File: src/rtl/rom_arbiter_pkg.sv
// rom_arbiter_pkg: shared helpers for the ROM arbiter (index width sizing).
package rom_arbiter_pkg;
  function automatic int clog2(input int v);
    clog2 = 0;
    while ((1 << clog2) < v) clog2++;
  endfunction
endpackage

File: src/rtl/rr_arbiter.sv
// rr_arbiter: combinational picker, first requester at or after ptr wins (ptr=0 gives fixed priority).
module rr_arbiter #(
  parameter int N  = 2,
  parameter int IW = 1
) (
  input  logic [N-1:0]  req,
  input  logic [IW-1:0] ptr,
  output logic [N-1:0]  gnt,
  output logic [IW-1:0] idx
);
  always_comb begin
    int j;
    j = 0;
    gnt = '0;
    idx = '0;
    // scan from farthest to nearest so the nearest valid request overwrites
    for (int k = N - 1; k >= 0; k--) begin
      j = (int'(ptr) + k) % N;
      if (req[j]) begin
        gnt = '0;
        gnt[j] = 1'b1;
        idx = IW'(j);
      end
    end
  end
endmodule

File: src/rtl/rom_arbiter.sv
// rom_arbiter: shares one 1-cycle synchronous ROM among NUM_REQ requesters.
// Define ROM_ARBITER_RR_EN for round-robin; otherwise the lowest index wins.
module rom_arbiter
  import rom_arbiter_pkg::*;
#(
  parameter int NUM_REQ    = 2,
  parameter int ADDR_WIDTH = 9,
  parameter int WORD_WIDTH = 16
) (
  input  logic                          clk_i,
  input  logic                          rst_i,
  input  logic [NUM_REQ-1:0]            req_valid_i,
  input  logic [NUM_REQ*ADDR_WIDTH-1:0] req_addr_i,
  output logic [NUM_REQ-1:0]            req_ready_o,
  output logic [NUM_REQ-1:0]            rsp_valid_o,
  output logic [WORD_WIDTH-1:0]         rsp_data_o,
  input  logic [NUM_REQ-1:0]            rsp_ready_i,
  output logic [ADDR_WIDTH-1:0]         rom_addr_o,
  output logic                          rom_clke_o,
  input  logic [WORD_WIDTH-1:0]         rom_data_i
);
  localparam int IW = (clog2(NUM_REQ) < 1) ? 1 : clog2(NUM_REQ);
  logic                  pend_q;
  logic [IW-1:0]         owner_q;
  logic [IW-1:0]         ptr;
  logic [ADDR_WIDTH-1:0] addr_q;
  logic [NUM_REQ-1:0]    gnt;
  logic [IW-1:0]         idx;
  logic                  rsp_acc;
  logic                  free;
  logic                  grant;
  rr_arbiter #(.N(NUM_REQ), .IW(IW)) u_pick (
    .req (req_valid_i),
    .ptr (ptr),
    .gnt (gnt),
    .idx (idx)
  );
  assign rsp_acc     = pend_q && rsp_ready_i[owner_q];
  assign free        = !pend_q || rsp_acc;
  assign grant       = free && !rst_i && |req_valid_i;
  assign req_ready_o = grant ? gnt : '0;
  assign rsp_valid_o = pend_q ? {{(NUM_REQ-1){1'b0}}, 1'b1} << owner_q : '0;
  assign rsp_data_o  = rom_data_i;
  assign rom_clke_o  = rst_i || free;
  assign rom_addr_o  = grant ? req_addr_i[idx*ADDR_WIDTH +: ADDR_WIDTH] : addr_q;
  always_ff @(posedge clk_i) begin
    if (rst_i) begin
      pend_q  <= 1'b0;
      owner_q <= '0;
      addr_q  <= '0;
    end else if (grant) begin
      pend_q  <= 1'b1;
      owner_q <= idx;
      addr_q  <= rom_addr_o;
    end else if (rsp_acc) begin
      pend_q  <= 1'b0;
    end
  end
`ifdef ROM_ARBITER_RR_EN
  logic [IW-1:0] ptr_q;
  assign ptr = ptr_q;
  always_ff @(posedge clk_i) begin
    if (rst_i) ptr_q <= '0;
    else if (grant) ptr_q <= (int'(idx) == NUM_REQ - 1) ? '0 : idx + 1'b1;
  end
`else
  assign ptr = '0;
`endif
endmodule

File: config.mk
export PLATFORM = sky130hd
export DESIGN_NAME = rom_arbiter
export DESIGN_NICKNAME = d
export VERILOG_FILES = /design/src/rtl/rom_arbiter_pkg.sv /design/src/rtl/rr_arbiter.sv /design/src/rtl/rom_arbiter.sv
export SDC_FILE = /design/constraint.sdc
export NUM_CORES = 1
export LEC_CHECK = 0
export BUFFER_PORTS_ARGS = -buffer_cell sky130_fd_sc_hd__buf_2
export CORE_UTILIZATION = 41
export DETAILED_ROUTE_END_ITERATION = 10
export PLACE_DENSITY = 0.84
export SLEW_MARGIN = 20
export SYNTH_ARGS = -nofsm -noshare
export SYNTH_HDL_FRONTEND = slang
export SYNTH_SLANG_ARGS = --single-unit
File: constraint.sdc
create_clock -name clk_i -period 3 [get_ports clk_i]
set_input_delay 0.45 -clock clk_i [delete_from_list [all_inputs] [get_ports clk_i]]
set_output_delay 0.45 -clock clk_i [all_outputs]
set_load 0.01 [all_outputs]
After elaboration in Yosys (flattened, before gate mapping)
Cells that the tools add are included.
{ "classes": {"addsub": 0, "n_mul": 1, "div_mod_pow": 0, "n_lt_le_gt_ge": 1, "eq_ne": 0, "shift": 2, "mux": 11, "bitwise": 0, "reduce_logical": 9} }
{ "op_table": {"columns": ["cell", "n"], "rows": [
  ["18-bit by 6-bit variable part select with 9-bit output", 1],
  ["9-bit 2-to-1 mux", 1],
  ["2-bit 2-to-1 mux", 4],
  ["1-bit 2-to-1 mux", 6],
  ["1-bit by 4-bit multiplier with 5-bit output, second input constant", 1],
  ["1-bit logical AND", 3],
  ["1-bit zero test", 2],
  ["1-bit logical OR", 2],
  ["1-bit by 2-bit < comparator with 1-bit output, second input constant", 1],
  ["2-bit nonzero test", 1],
  ["2-bit OR reduction", 1],
  ["1-bit by 1-bit << shifter with 2-bit output, first input constant", 1]
]} }
{ "totals": {"register_bits": 11, "latchBits": 0, "ram_bits": 0, "romBits": 0, "in_bits": 40, "out_inout_bits": 30, "wordCells": 27, "mem_count": 0} }

Logic depth before layout (Yosys ltp)
Gate-level depths: netlist of the first run.
{ "logic_depth": {"word_depth": 7, "mapped_depth": 4, "ltp_nobuf": 3} }

Modules after synthesis
A second synthesis of the first run with hierarchy kept.
{ "hier_totals": {"cells_unflattened": 97, "area_unflattened_um2": 900.9} }
{ "modules_own_cells": {"columns": ["module", "n_inst", "cells_each", "area_each_um2", "seq_area_each_um2"], "rows": [
  ["rom_arbiter", 1, 93, 874.6, 220.2],
  ["rr_arbiter", 1, 4, 26.3, 0.0]
]} }

Least setup slack after synthesis of the first run
No wires, ideal clock.
{ "synth_path": {"path_type": "in2out", "from": "in rst_i", "to": "out rom_addr_o[0]", "arrival_time_ns": 1.388, "required_ns": 2.550, "setup_slack_ns": 1.162, "path_stages": 3, "n_path_buf": 0, "path_cell_list": "o21ba_2 a21boi_4 mux2_2"} }
{ "synth_between": {"elab_chain_cells": 4} }
{ "synth_rtl": {"columns": ["item", "line_no", "text"], "rows": [
  ["from (decl)", "rom_arbiter.sv:11", "input logic rst_i,"],
  ["1-bit zero test", "rom_arbiter.sv:40", "assign grant = free && !rst_i && |req_valid_i;"],
  ["1-bit logical AND (2 in series)", "rom_arbiter.sv:40", null],
  ["9-bit 2-to-1 mux", "rom_arbiter.sv:45", "assign rom_addr_o = grant ? req_addr_i[idx*ADDR_WIDTH +: ADDR_WIDTH] : addr_q;"],
  ["to (decl)", "rom_arbiter.sv:18", "output logic [ADDR_WIDTH-1:0] rom_addr_o,"]
]} }
No other way between the ends.

Worst setup path after layout of the first run
{ "layout_path": {"from": "in req_valid_i[1]", "to": "out rom_addr_o[8]"} }
{ "layout_between": {"elab_chain_cells": 5, "word_cells_on_any_way": 7} }
{ "layout_rtl": {"columns": ["item", "line_no", "text"], "rows": [
  ["from (decl)", "rom_arbiter.sv:12", "input logic [NUM_REQ-1:0] req_valid_i,"],
  ["1-bit 2-to-1 mux (2 in series)", "rr_arbiter.sv:19", "if (req[j]) begin"],
  ["1-bit by 4-bit multiplier with 5-bit output", "rom_arbiter.sv:45", null],
  ["18-bit by 6-bit variable part select with 9-bit output", "rom_arbiter.sv:45", null],
  ["9-bit 2-to-1 mux *", "rom_arbiter.sv:45", null]
]} }
Mark *: on every way between the ends. The rest lies on a longest branch, timed or not.

==> run summary, run 1 <==
SYNTHESIS
------------------------------------------------------------------------------------------------------
Synth Cell Area                                                                              850 sq um
Count of different cell masters after synthesis                                                     19
Register bit total from synthesis                                                                   11
Post-synthesis instance total                                                                       82
Sequential-to-total area share from yosys stat                                                   25.9%
Count of yosys warnings during synthesis                                                             0
Mean Syn Cell Area                                                                          10.4 sq um
Total nets after synthesis                                                                         122

CLOCKING
------------------------------------------------------------------------------------------------------
H-Tree Level Count                                                                                   1
Clock tree from TritonCTS                                                                        built
CTS hold repair buffers                                                                              0
Clock transition at the register clock pins on the worst setup and hold paths after CTS        0.07 ns
Count of buffers added by post-CTS timing repair for setup                                           0
Max Buffers Root-to-Sink                                                                             2
CTS-repair resized insts                                                                             0
Source-to-sink clock delay at the later pin of the worst-skew pair                             0.27 ns
CTS Root Buffer Type                                                                      sky130_fd_sc_hd__clkbuf_4
Num CTS Buffers                                                                                      3
Clock Sink Count                                                                                    11

TIMING
------------------------------------------------------------------------------------------------------
Max-slew violation count                                                                             0
Setup-violating endpoint count in the final report                                                   0
RSZ-0062 raised after global routing                                                                no
Largest clock skew in the final design                                                      0.00563 ns
Final min period                                                                               2.31 ns
Headroom to the max-slew limit                                                                   78.0%
Worst Tran Pin Value                                                                          0.322 ns
Worst-case setup margin in the final layout                                                   0.688 ns
Hold Violations, Final                                                                               0
Final worst-path cycle share                                                                     77.1%
Top achievable clock speed                                                                   0.433 GHz
Hold slack                                                                                    0.422 ns
Final setup TNS                                                                                   0 ns

WORST SETUP PATH
------------------------------------------------------------------------------------------------------
Reg2reg setup slack                                                                            1.46 ns
Reg2reg path depth                                                                                   3
Peak fanout along the critical path                                                                  7
Kind of end point of the critical path                                                     output port
Reg2reg end                                                                                  addr_q[5]
Crit path kind                                                                                  in2out
End of the critical path                                                                  rom_addr_o[8]
Reg2Reg Launch Point                                                                           owner_q
Critical path data required time                                                               2.55 ns
Type of origin of the critical path                                                       primary input
Crit path launch                                                                          req_valid_i[1]
Arrival time at the worst endpoint                                                             1.86 ns

FLOORPLANNING
------------------------------------------------------------------------------------------------------
Chip Height                                                                                    47.5 um
Starting utilization of the core area                                                            43.3%
Horizontal die dimension                                                                       47.5 um
Count of pins on the block boundary                                                                 70
Cell Rows                                                                                           16
Floorplan Core Area                                                                         1960 sq um
Overall die area                                                                            2260 sq um

PWR
------------------------------------------------------------------------------------------------------
Leakage power                                                                                 0.465 nW
Total Power Consumption                                                                       0.405 mW
IR Drop Worst-Case VDD                                                                      0.000230 V
Power density of the placed cells                                                          416 nW/um^2

ROUTE
------------------------------------------------------------------------------------------------------
Vias                                                                                               665
DR DRC count                                                                                         0
Number of search-and-repair iterations in the first detailed-routing pass                            1
Routed wire length                                                                             1.65 mm
Via density                                                                                       5.00
DRT iter0 DRCs                                                                                       0
Antenna Nets Post-Route                                                                              0
Average wire per standard cell                                                                 12.4 um

GLOBAL ROUTE
------------------------------------------------------------------------------------------------------
Vias in the first global route                                                                     620
Number of antenna violations at the first check in global routing                                    0
Global-route wire length before repair                                                         2.49 mm
Total gr overflow                                                                                    0
GR Util All Layers                                                                               15.7%
Maximum number of pins on one net before global-route repair                                        15

FINISH
------------------------------------------------------------------------------------------------------
Summed area of non-filler cells in the final layout                                          973 sq um
Antenna Cells                                                                                        0
Final Net Count                                                                                    147
Layout cells sized above 1                                                                       68.9%
Area overhead of the layout relative to synthesis                                                14.6%
Final cell utilization of the core                                                               49.6%
Leading cell type in the layout, fill and taps excluded                                   sky130_fd_sc_hd__buf_2
Final Non-Filler Cells                                                                             133
Commonest cells after routing, fill and taps aside                                        sky130_fd_sc_hd__buf_2 (37), sky130_fd_sc_hd__mux2_2 (27), sky130_fd_sc_hd__dfxtp_1 (11), sky130_fd_sc_hd__nor2b_1 (10), sky130_fd_sc_hd__clkbuf_4 (3)

PLACE
------------------------------------------------------------------------------------------------------
HPWL reported at the end of detailed placement                                                 1.29 mm
Placed Instance Area                                                                         947 sq um
Cell count after placement                                                                         129
Gp weighted congestion                                                                           0.751
Placement-stage worst setup slack                                                             0.691 ns
Port Buffer Count                                                                                   37

WORST HOLD PATH
------------------------------------------------------------------------------------------------------
Hold WC Path Type                                                                               in2reg

RUN
------------------------------------------------------------------------------------------------------
Max-capacitance violation count                                                                      0

STATUS
------------------------------------------------------------------------------------------------------
Run status                                                                                complete, no violations

layer usage:
metal | vias to the layer above | wire (um) | GRT usage, %
li1 | 315 | - | -
met1 | 315 | 683 | 17.1
met2 | 25 | 799 | 27.4
met3 | 10 | 136 | 3.40
met4 | 0 | 26 | 9.71
met5 | - | 0 | 0
cells by family after synthesis:
logic type	synth area share, %
AO/OA/AOI/OAI	6.92
buffers and inverters	16.1
flip-flops	25.9
multiplexers	38.7
AND/OR/NAND/NOR	12.4
sequential cells by signal, summed over array words and instances, names as in the netlist:
signal and cells:
owner_q 1, addr_q 9, pend_q 1
area by class of cell:
type,instances,area (sq um)
timing repair buffer,38,193
sequential,11,220
tap,27,33.8
multi-input combinational,51,493
clock buffer,4,26.3
inverter,2,7.51
fill,206,988
synth_stat cells:
master / instances / area [sq um]
sky130_fd_sc_hd__nand2b_1: 1 / 6.26
sky130_fd_sc_hd__clkbuf_1: 1 / 3.75
sky130_fd_sc_hd__mux2_4: 1 / 15.0
sky130_fd_sc_hd__buf_4: 16 / 120
sky130_fd_sc_hd__a221oi_1: 1 / 8.76
sky130_fd_sc_hd__buf_2: 1 / 5.00
sky130_fd_sc_hd__inv_1: 2 / 7.51
sky130_fd_sc_hd__mux2i_1: 1 / 10.0
sky130_fd_sc_hd__mux2_2: 27 / 304
sky130_fd_sc_hd__dfxtp_1: 11 / 220
sky130_fd_sc_hd__o21ai_0: 1 / 5.00
sky130_fd_sc_hd__nor2_1: 2 / 7.51
sky130_fd_sc_hd__o21ai_4: 1 / 16.3
sky130_fd_sc_hd__or3_2: 1 / 7.51
sky130_fd_sc_hd__nor2b_1: 10 / 62.6
sky130_fd_sc_hd__a21boi_4: 1 / 18.8
sky130_fd_sc_hd__o21ba_2: 1 / 10.0
sky130_fd_sc_hd__nand2_1: 1 / 3.75
sky130_fd_sc_hd__and3b_1: 2 / 17.5
how the worst min path moves through the flow:
| stage | startpoint | end | slack, ns | depth (start not counted) |
|---|---|---|---|---|
| 2_1_floorplan | owner_q | owner_q | 0.52 | 2 |
| 3_3_place_gp | owner_q | owner_q | 0.54 | 2 |
| 6_report | req_valid_i[0] | owner_q | 0.42 | 2 |
| 4_1_cts | req_valid_i[0] | owner_q | 0.41 | 2 |
| 3_5_place_dp | owner_q | owner_q | 0.55 | 2 |
| 5_1_grt | req_valid_i[0] | owner_q | 0.42 | 2 |
critical path: stages:
cell and delay, ns:
sky130_fd_sc_hd__buf_2 0.10, sky130_fd_sc_hd__nor2b_1 0.32, sky130_fd_sc_hd__buf_4 0.23, sky130_fd_sc_hd__mux2_2 0.35, sky130_fd_sc_hd__mux2_2 0.26, sky130_fd_sc_hd__buf_2 0.14
report_power, final:
part           switching [mW]  internal [mW]
registers             0.00800          0.162
logic                  0.0571         0.0766
clock network          0.0499         0.0514
total                   0.115          0.290
Note: power is estimated with default switching activity, not from simulation.
==> inputs of run 2 (changes only) <==
CORE_UTILIZATION = 34   (was 41)
PLACE_DENSITY = 0.75   (was 0.84)
clock period = 2 ns   (was 3 ns; I/O delays follow)
==> run 2 against run 1 <==
Net effect:
- clock skew hardly changed
- combinational power is 55% higher
- via count is 2.7% lower
- critical path type is now reg2out
- largest power group unchanged
- highest routed layer unchanged
==> run summary, run 2 (synthesis results as in run 1) <==
STATUS
------------------------------------------------------------------------------------------------------
Run status                                                                                complete, no violations   unchanged

FLOORPLANNING
------------------------------------------------------------------------------------------------------
Floorplan Core Area                                                                         2280 sq um   was 1960 sq um
Cell Rows                                                                                           17   was 16
Chip Height                                                                                    52.0 um   was 47.5 um
Starting utilization of the core area                                                            37.3%   was 43.3%
Horizontal die dimension                                                                       52.0 um   was 47.5 um
Overall die area                                                                            2700 sq um   was 2260 sq um
Count of pins on the block boundary                                                                 70   unchanged

TIMING
------------------------------------------------------------------------------------------------------
Hold slack                                                                                    0.268 ns   was 0.422 ns
Max-slew violation count                                                                             0   unchanged
Worst Tran Pin Value                                                                          0.330 ns   was 0.322 ns
Headroom to the max-slew limit                                                                   77.9%   was 78.0%
Largest clock skew in the final design                                                      0.00563 ns   about the same
Hold Violations, Final                                                                               0   unchanged
RSZ-0062 raised after global routing                                                                no   unchanged
Top achievable clock speed                                                                   0.521 GHz
Final setup TNS                                                                                   0 ns   unchanged
Final worst-path cycle share                                                                     96.0%
Setup-violating endpoint count in the final report                                                   0   unchanged
Final min period                                                                               1.92 ns

ROUTE
------------------------------------------------------------------------------------------------------
Routed wire length                                                                             1.76 mm   was 1.65 mm
Average wire per standard cell                                                                 12.8 um   was 12.4 um
Antenna Nets Post-Route                                                                              0   unchanged
Number of search-and-repair iterations in the first detailed-routing pass                            2   was 1
Via density                                                                                       4.72   was 5.00
DRT iter0 DRCs                                                                                       5   was 0
DR DRC count                                                                                         0   unchanged
Vias                                                                                               647   was 665

PWR
------------------------------------------------------------------------------------------------------
Internal power summed over all cells                                                          0.442 mW   was 0.290 mW
Sw Ratio                                                                                         28.3%   was 28.4%
Share of power burned in registers                                                               41.6%   was 42.0%
Share of total power in the clock network                                                        24.5%   was 25.0%
Net Switching                                                                                 0.174 mW   was 0.115 mW
Total Power Consumption                                                                       0.616 mW   was 0.405 mW
IR Drop Worst-Case VDD                                                                      0.000357 V   was 0.000230 V
Gate power share                                                                                 33.9%   was 33.0%
Leakage power                                                                                 0.482 nW   was 0.465 nW
Power density of the placed cells                                                          614 nW/um^2   was 416 nW/um^2

WORST SETUP PATH
------------------------------------------------------------------------------------------------------
Crit path launch                                                                               owner_q   was req_valid_i[1]
Reg2reg path depth                                                                                   3   unchanged
Arrival time at the worst endpoint                                                             1.62 ns   was 1.86 ns
Reg2Reg Launch Point                                                                           owner_q   unchanged
Critical path data required time                                                               1.70 ns   was 2.55 ns
Type of origin of the critical path                                                          flip-flop   was primary input
Kind of end point of the critical path                                                     output port   unchanged
Reg2reg setup slack                                                                            0.48 ns   was 1.46 ns
Peak fanout along the critical path                                                                  4   was 7
Reg2reg end                                                                                  addr_q[8]   was addr_q[5]
End of the critical path                                                                  rom_addr_o[3]   was rom_addr_o[8]
Crit path kind                                                                                 reg2out   was in2out

FINISH
------------------------------------------------------------------------------------------------------
Layout cells sized above 1                                                                       71.6%   was 68.9%
Final Net Count                                                                                    150   was 147
Leading cell type in the layout, fill and taps excluded                                   sky130_fd_sc_hd__buf_2   unchanged
Final Non-Filler Cells                                                                             137   was 133
Area overhead of the layout relative to synthesis                                                18.0%   was 14.6%
Register containing the most flip-flops in the final layout                                     addr_q   unchanged
Summed area of non-filler cells in the final layout                                         1000 sq um   was 973 sq um
Commonest cells after routing, fill and taps aside                                        sky130_fd_sc_hd__buf_2 (37), sky130_fd_sc_hd__mux2_2 (27), sky130_fd_sc_hd__nor2b_1 (10), sky130_fd_sc_hd__dfxtp_1 (10), sky130_fd_sc_hd__buf_4 (4)   was sky130_fd_sc_hd__buf_2 (37), sky130_fd_sc_hd__mux2_2 (27), sky130_fd_sc_hd__dfxtp_1 (11), sky130_fd_sc_hd__nor2b_1 (10), sky130_fd_sc_hd__clkbuf_4 (3)
Top Registers                                                                             addr_q x9, owner_q x1, pend_q x1   unchanged
Largest register FFs                                                                                 9   unchanged
Antenna Cells                                                                                        0   unchanged

RUN
------------------------------------------------------------------------------------------------------
Max-capacitance violation count                                                                      0   unchanged

GLOBAL ROUTE
------------------------------------------------------------------------------------------------------
Vias in the first global route                                                                     658   was 620
Maximum number of pins on one net before global-route repair                                        14   was 15
Number of antenna violations at the first check in global routing                                    0   unchanged
Total gr overflow                                                                                    0   unchanged
Global-route wire length before repair                                                         2.88 mm   was 2.49 mm
GR Util All Layers                                                                               14.3%   was 15.7%

CLOCKING
------------------------------------------------------------------------------------------------------
Source-to-sink clock delay at the later pin of the worst-skew pair                             0.26 ns   was 0.27 ns
Num CTS Buffers                                                                                      3   unchanged
Max Buffers Root-to-Sink                                                                             2   unchanged
H-Tree Level Count                                                                                   1   unchanged
CTS Root Buffer Type                                                                      sky130_fd_sc_hd__clkbuf_4   unchanged
Clock tree from TritonCTS                                                                        built   unchanged
Clock Sink Count                                                                                    11   unchanged
Clock transition at the register clock pins on the worst setup and hold paths after CTS        0.07 ns   about the same

PLACE
------------------------------------------------------------------------------------------------------
Gp weighted congestion                                                                           0.744   was 0.751
HPWL reported at the end of detailed placement                                                 1.32 mm   was 1.29 mm
Cell count after placement                                                                         131   was 129
Placed Instance Area                                                                         956 sq um   was 947 sq um
Port Buffer Count                                                                                   37   unchanged

WORST HOLD PATH
------------------------------------------------------------------------------------------------------
Hold WC Path Type                                                                               in2reg   unchanged
Launch instance of the worst min-delay path                                               req_valid_i[0]   unchanged

## run 2: critical path, stage by stage (launching register included)
cell	delay, ns
sky130_fd_sc_hd__dfxtp_2	0.39
sky130_fd_sc_hd__mux2i_2	0.32
sky130_fd_sc_hd__a21boi_4	0.08
sky130_fd_sc_hd__buf_4	0.16
sky130_fd_sc_hd__mux2_2	0.27
sky130_fd_sc_hd__buf_2	0.14
## run 2: area by class of cell
class	count	area (sq um)
Fill cell	225	1270
Clock buffer	4	26.3
Sequential cell	11	221
Timing Repair Buffer	41	215
Inverter	2	7.51
Tap cell	28	35.0
Multi-Input combinational cell	51	497
## run 2: repair_timing
action	CTS	global route
cloned	0	0
resized for setup	1	1
endpoints found under the setup margin	9	9
setup buffers	2	0
hold buffers	0	0
pin swaps	1	0
## run 2: through the flow
stage,setup slack (ns),utilization (%)
floorplan,0.462,-
global placement,0.159,42.0
detailed placement,0.138,42.0
CTS,0.0188,44.0
global route,0.0121,44.0
finish,0.0797,44.0
## run 2: worst min-delay path by stage
stage / end / depth (start not counted)
2_1_floorplan: owner_q / 1
3_3_place_gp: owner_q / 2
3_5_place_dp: owner_q / 2
4_1_cts: owner_q / 2
5_1_grt: owner_q / 2
6_report: owner_q / 2
## run 2: metal layers
metal,vias to the layer above,share of wire (%),track usage [%],wire length [um]
met5,-,0,0,0
met4,0,0.80,5.86,14
met3,2,8.9,3.80,156
met2,37,48,23.9,843
met1,288,42,17.1,744
li1,320,-,-,-
## run 2: power groups by stage
stage / clock, mW / sequential (mW) / combinational (mW)
finish: 0.151 / 0.256 / 0.208
global placement: 0 / 0.259 / 0.199
CTS: 0.157 / 0.256 / 0.211
global route: 0.168 / 0.260 / 0.229
detailed placement: 0 / 0.260 / 0.204
floorplan: 0 / 0.257 / 0.167
==> inputs of run 3 (changes only) <==
CELL_PAD_IN_SITES_DETAIL_PLACEMENT = 1   (was default)
CELL_PAD_IN_SITES_GLOBAL_PLACEMENT = 1   (was default)
CORE_UTILIZATION = 24   (was 34)
PLACE_DENSITY = default   (was 0.75)
PLACE_DENSITY_LB_ADDON = 0.1   (was default)
==> run 3 against run 2 <==
Net effect:
- routed wire length up 11%
- hold slack better by 0.0032 ns
- clock-buffer cell count unchanged
- utilization down 13 points
- maximum frequency up 0.68%
- critical endpoint is now rom_addr_o[0]
- largest cell class unchanged
==> run summary, run 3 (synthesis results as in run 1) <==
WORST SETUP PATH
------------------------------------------------------------------------------------------------------
Slowest-stage cell, CP                                                                    sky130_fd_sc_hd__dfxtp_2   unchanged
Reg2reg path depth                                                                                   3   unchanged
Arrival time at the worst endpoint                                                             1.61 ns   was 1.62 ns
Cell-by-cell listing of the critical path                                                 mux2i_4 > a21boi_4 > buf_4 > mux2_2 > buf_2   was mux2i_2 > a21boi_4 > buf_4 > mux2_2 > buf_2
Kind of end point of the critical path                                                     output port   unchanged
Crit path kind                                                                                 reg2out   unchanged
Reg2reg end                                                                                  addr_q[5]   was addr_q[8]
Critical path data required time                                                               1.70 ns   about the same
Reg2reg setup slack                                                                            0.47 ns   was 0.48 ns
Combined buffer and inverter count along the critical path                                           2   unchanged
Max stage delay on crit path                                                                   0.36 ns   was 0.39 ns
Reg2Reg Launch Point                                                                           owner_q   unchanged
Peak fanout along the critical path                                                                  4   unchanged
Kind of cell adding the most delay to the critical path                                   multiplexers   unchanged
Crit path launch                                                                               owner_q   unchanged
Type of origin of the critical path                                                          flip-flop   unchanged

PLACE
------------------------------------------------------------------------------------------------------
HPWL reported at the end of detailed placement                                                 1.49 mm   was 1.32 mm
Gp weighted congestion                                                                           0.806   was 0.744
Cell count after placement                                                                         150   was 131
Port Buffer Count                                                                                   37   unchanged

WORST HOLD PATH
------------------------------------------------------------------------------------------------------
Cell depth of the worst hold path                                                                    2   unchanged
Hold WC Path Type                                                                               in2reg   unchanged
Launch instance of the worst min-delay path                                               req_valid_i[0]   unchanged
End of the worst hold path                                                                     owner_q   unchanged

CLOCKING
------------------------------------------------------------------------------------------------------
Clock Sink Count                                                                                    11   unchanged
CTS Root Buffer Type                                                                      sky130_fd_sc_hd__clkbuf_4   unchanged
Source-to-sink clock delay at the later pin of the worst-skew pair                             0.27 ns   was 0.26 ns
Clock transition at the register clock pins on the worst setup and hold paths after CTS        0.08 ns   was 0.07 ns
Num CTS Buffers                                                                                      3   unchanged
Max Buffers Root-to-Sink                                                                             2   unchanged
H-Tree Level Count                                                                                   1   unchanged
Clock tree from TritonCTS                                                                        built   unchanged

ROUTE
------------------------------------------------------------------------------------------------------
Number of search-and-repair iterations in the first detailed-routing pass                            4   was 2
Antenna Nets Post-Route                                                                              0   unchanged
Average wire per standard cell                                                                 12.6 um   was 12.8 um
DR DRC count                                                                                         0   unchanged
DRT iter0 DRCs                                                                                      14   was 5
Via density                                                                                       4.23   was 4.72
Routed wire length                                                                             1.96 mm   was 1.76 mm
Vias                                                                                               660   was 647

FLOORPLANNING
------------------------------------------------------------------------------------------------------
Floorplan Core Area                                                                         3360 sq um   was 2280 sq um
Overall die area                                                                            3780 sq um   was 2700 sq um
Horizontal die dimension                                                                       61.5 um   was 52.0 um
Chip Height                                                                                    61.5 um   was 52.0 um
Cell Rows                                                                                           21   was 17
Starting utilization of the core area                                                            25.3%   was 37.3%
Count of pins on the block boundary                                                                 70   unchanged

TIMING
------------------------------------------------------------------------------------------------------
Final worst-path cycle share                                                                     95.4%   was 96.0%
Max-slew violation count                                                                             0   unchanged
Setup-violating endpoint count in the final report                                                   0   unchanged
Hold Violations, Final                                                                               0   unchanged
Largest clock skew in the final design                                                      0.00850 ns   was 0.00563 ns
Hold slack                                                                                    0.271 ns   was 0.268 ns
Worst Tran Pin Value                                                                          0.342 ns   was 0.330 ns
Final setup TNS                                                                                   0 ns   unchanged
RSZ-0062 raised after global routing                                                                no   unchanged
Top achievable clock speed                                                                   0.524 GHz   was 0.521 GHz
Final min period                                                                               1.91 ns   was 1.92 ns
Headroom to the max-slew limit                                                                   77.1%   was 77.9%

GLOBAL ROUTE
------------------------------------------------------------------------------------------------------
GR Util All Layers                                                                               11.3%   was 14.3%
Global-route wire length before repair                                                         3.02 mm   was 2.88 mm
Number of antenna violations at the first check in global routing                                    0   unchanged
Maximum number of pins on one net before global-route repair                                        14   unchanged
Total gr overflow                                                                                    0   unchanged
Vias in the first global route                                                                     627   was 658

FINISH
------------------------------------------------------------------------------------------------------
Largest register FFs                                                                                 9   unchanged
Final Non-Filler Cells                                                                             156   was 137
Antenna Cells                                                                                        0   unchanged
Top Registers                                                                             addr_q x9, owner_q x1, pend_q x1   unchanged
Commonest cells after routing, fill and taps aside                                        sky130_fd_sc_hd__buf_2 (37), sky130_fd_sc_hd__mux2_2 (27), sky130_fd_sc_hd__nor2b_1 (10), sky130_fd_sc_hd__dfxtp_1 (10), sky130_fd_sc_hd__buf_4 (4)   unchanged
Area overhead of the layout relative to synthesis                                                24.0%   was 18.0%
Register containing the most flip-flops in the final layout                                     addr_q   unchanged
Leading cell type in the layout, fill and taps excluded                                   sky130_fd_sc_hd__buf_2   unchanged
Total of fill cells in the finished design                                                         418   was 225
Layout cells sized above 1                                                                       71.8%   was 71.6%
Final Net Count                                                                                    151   was 150

PWR
------------------------------------------------------------------------------------------------------
Power density of the placed cells                                                          596 nW/um^2   was 614 nW/um^2
IR Drop Worst-Case VDD                                                                      0.000218 V   was 0.000357 V
Leakage power                                                                                 0.491 nW   was 0.482 nW

RUN
------------------------------------------------------------------------------------------------------
Max-capacitance violation count                                                                      0   unchanged

STATUS
------------------------------------------------------------------------------------------------------
Run status                                                                                complete, no violations   unchanged

## run 3: timing repair
| action | 4_1_cts | 5_1_grt |
|---|---|---|
| resized for setup | 1 | 2 |
| pin swaps | 1 | 0 |
| hold buffers | 0 | 0 |
| buffers inserted | 2 | 0 |
| setup endpoints to repair | 9 | 9 |
## run 3: cell type report
class	count	area, sq um	area share (%)
well taps	46	57.6	5.46
inverters	2	7.51	0.713
flip-flops and latches	11	221	21.0
repair buffers	42	235	22.3
multi-input cells	51	505	48.0
clock buffers	4	26.3	2.49
## run 3: worst max path at each step
stage / to / cells past startpoint
finish: rom_addr_o[0] / 5
global route: rom_addr_o[6] / 5
CTS: rom_addr_o[6] / 5
detailed placement: rom_addr_o[1] / 5
global placement: rom_addr_o[3] / 5
floorplan: rom_addr_o[0] / 3
## run 3: metrics by stage
| stage | power [mW] | util [%] | area [sq um] | worst slack [ns] |
|---|---|---|---|---|
| floorplan | 0.424 | - | 850 | 0.462 |
| global placement | 0.466 | 29.3 | 986 | 0.124 |
| detailed placement | 0.469 | 29.3 | 986 | 0.106 |
| CTS | 0.641 | 31.0 | 1040 | 0.00558 |
| global route | 0.677 | 31.3 | 1050 | 0.0257 |
| finish | 0.627 | 31.3 | 1050 | 0.0927 |
## run 3: power breakdown
group | internal (mW) | switching, mW
combinational | 0.128 | 0.0900
clock | 0.0770 | 0.0755
sequential | 0.243 | 0.0134
## run 3: routing by layer
metal | wire length [um] | vias up | track usage (%)
met4 | 27 | 0 | 6.35
met5 | 0 | - | 0
li1 | - | 322 | -
met2 | 893 | 33 | 16.9
met1 | 877 | 299 | 15.2
met3 | 161 | 6 | 1.89
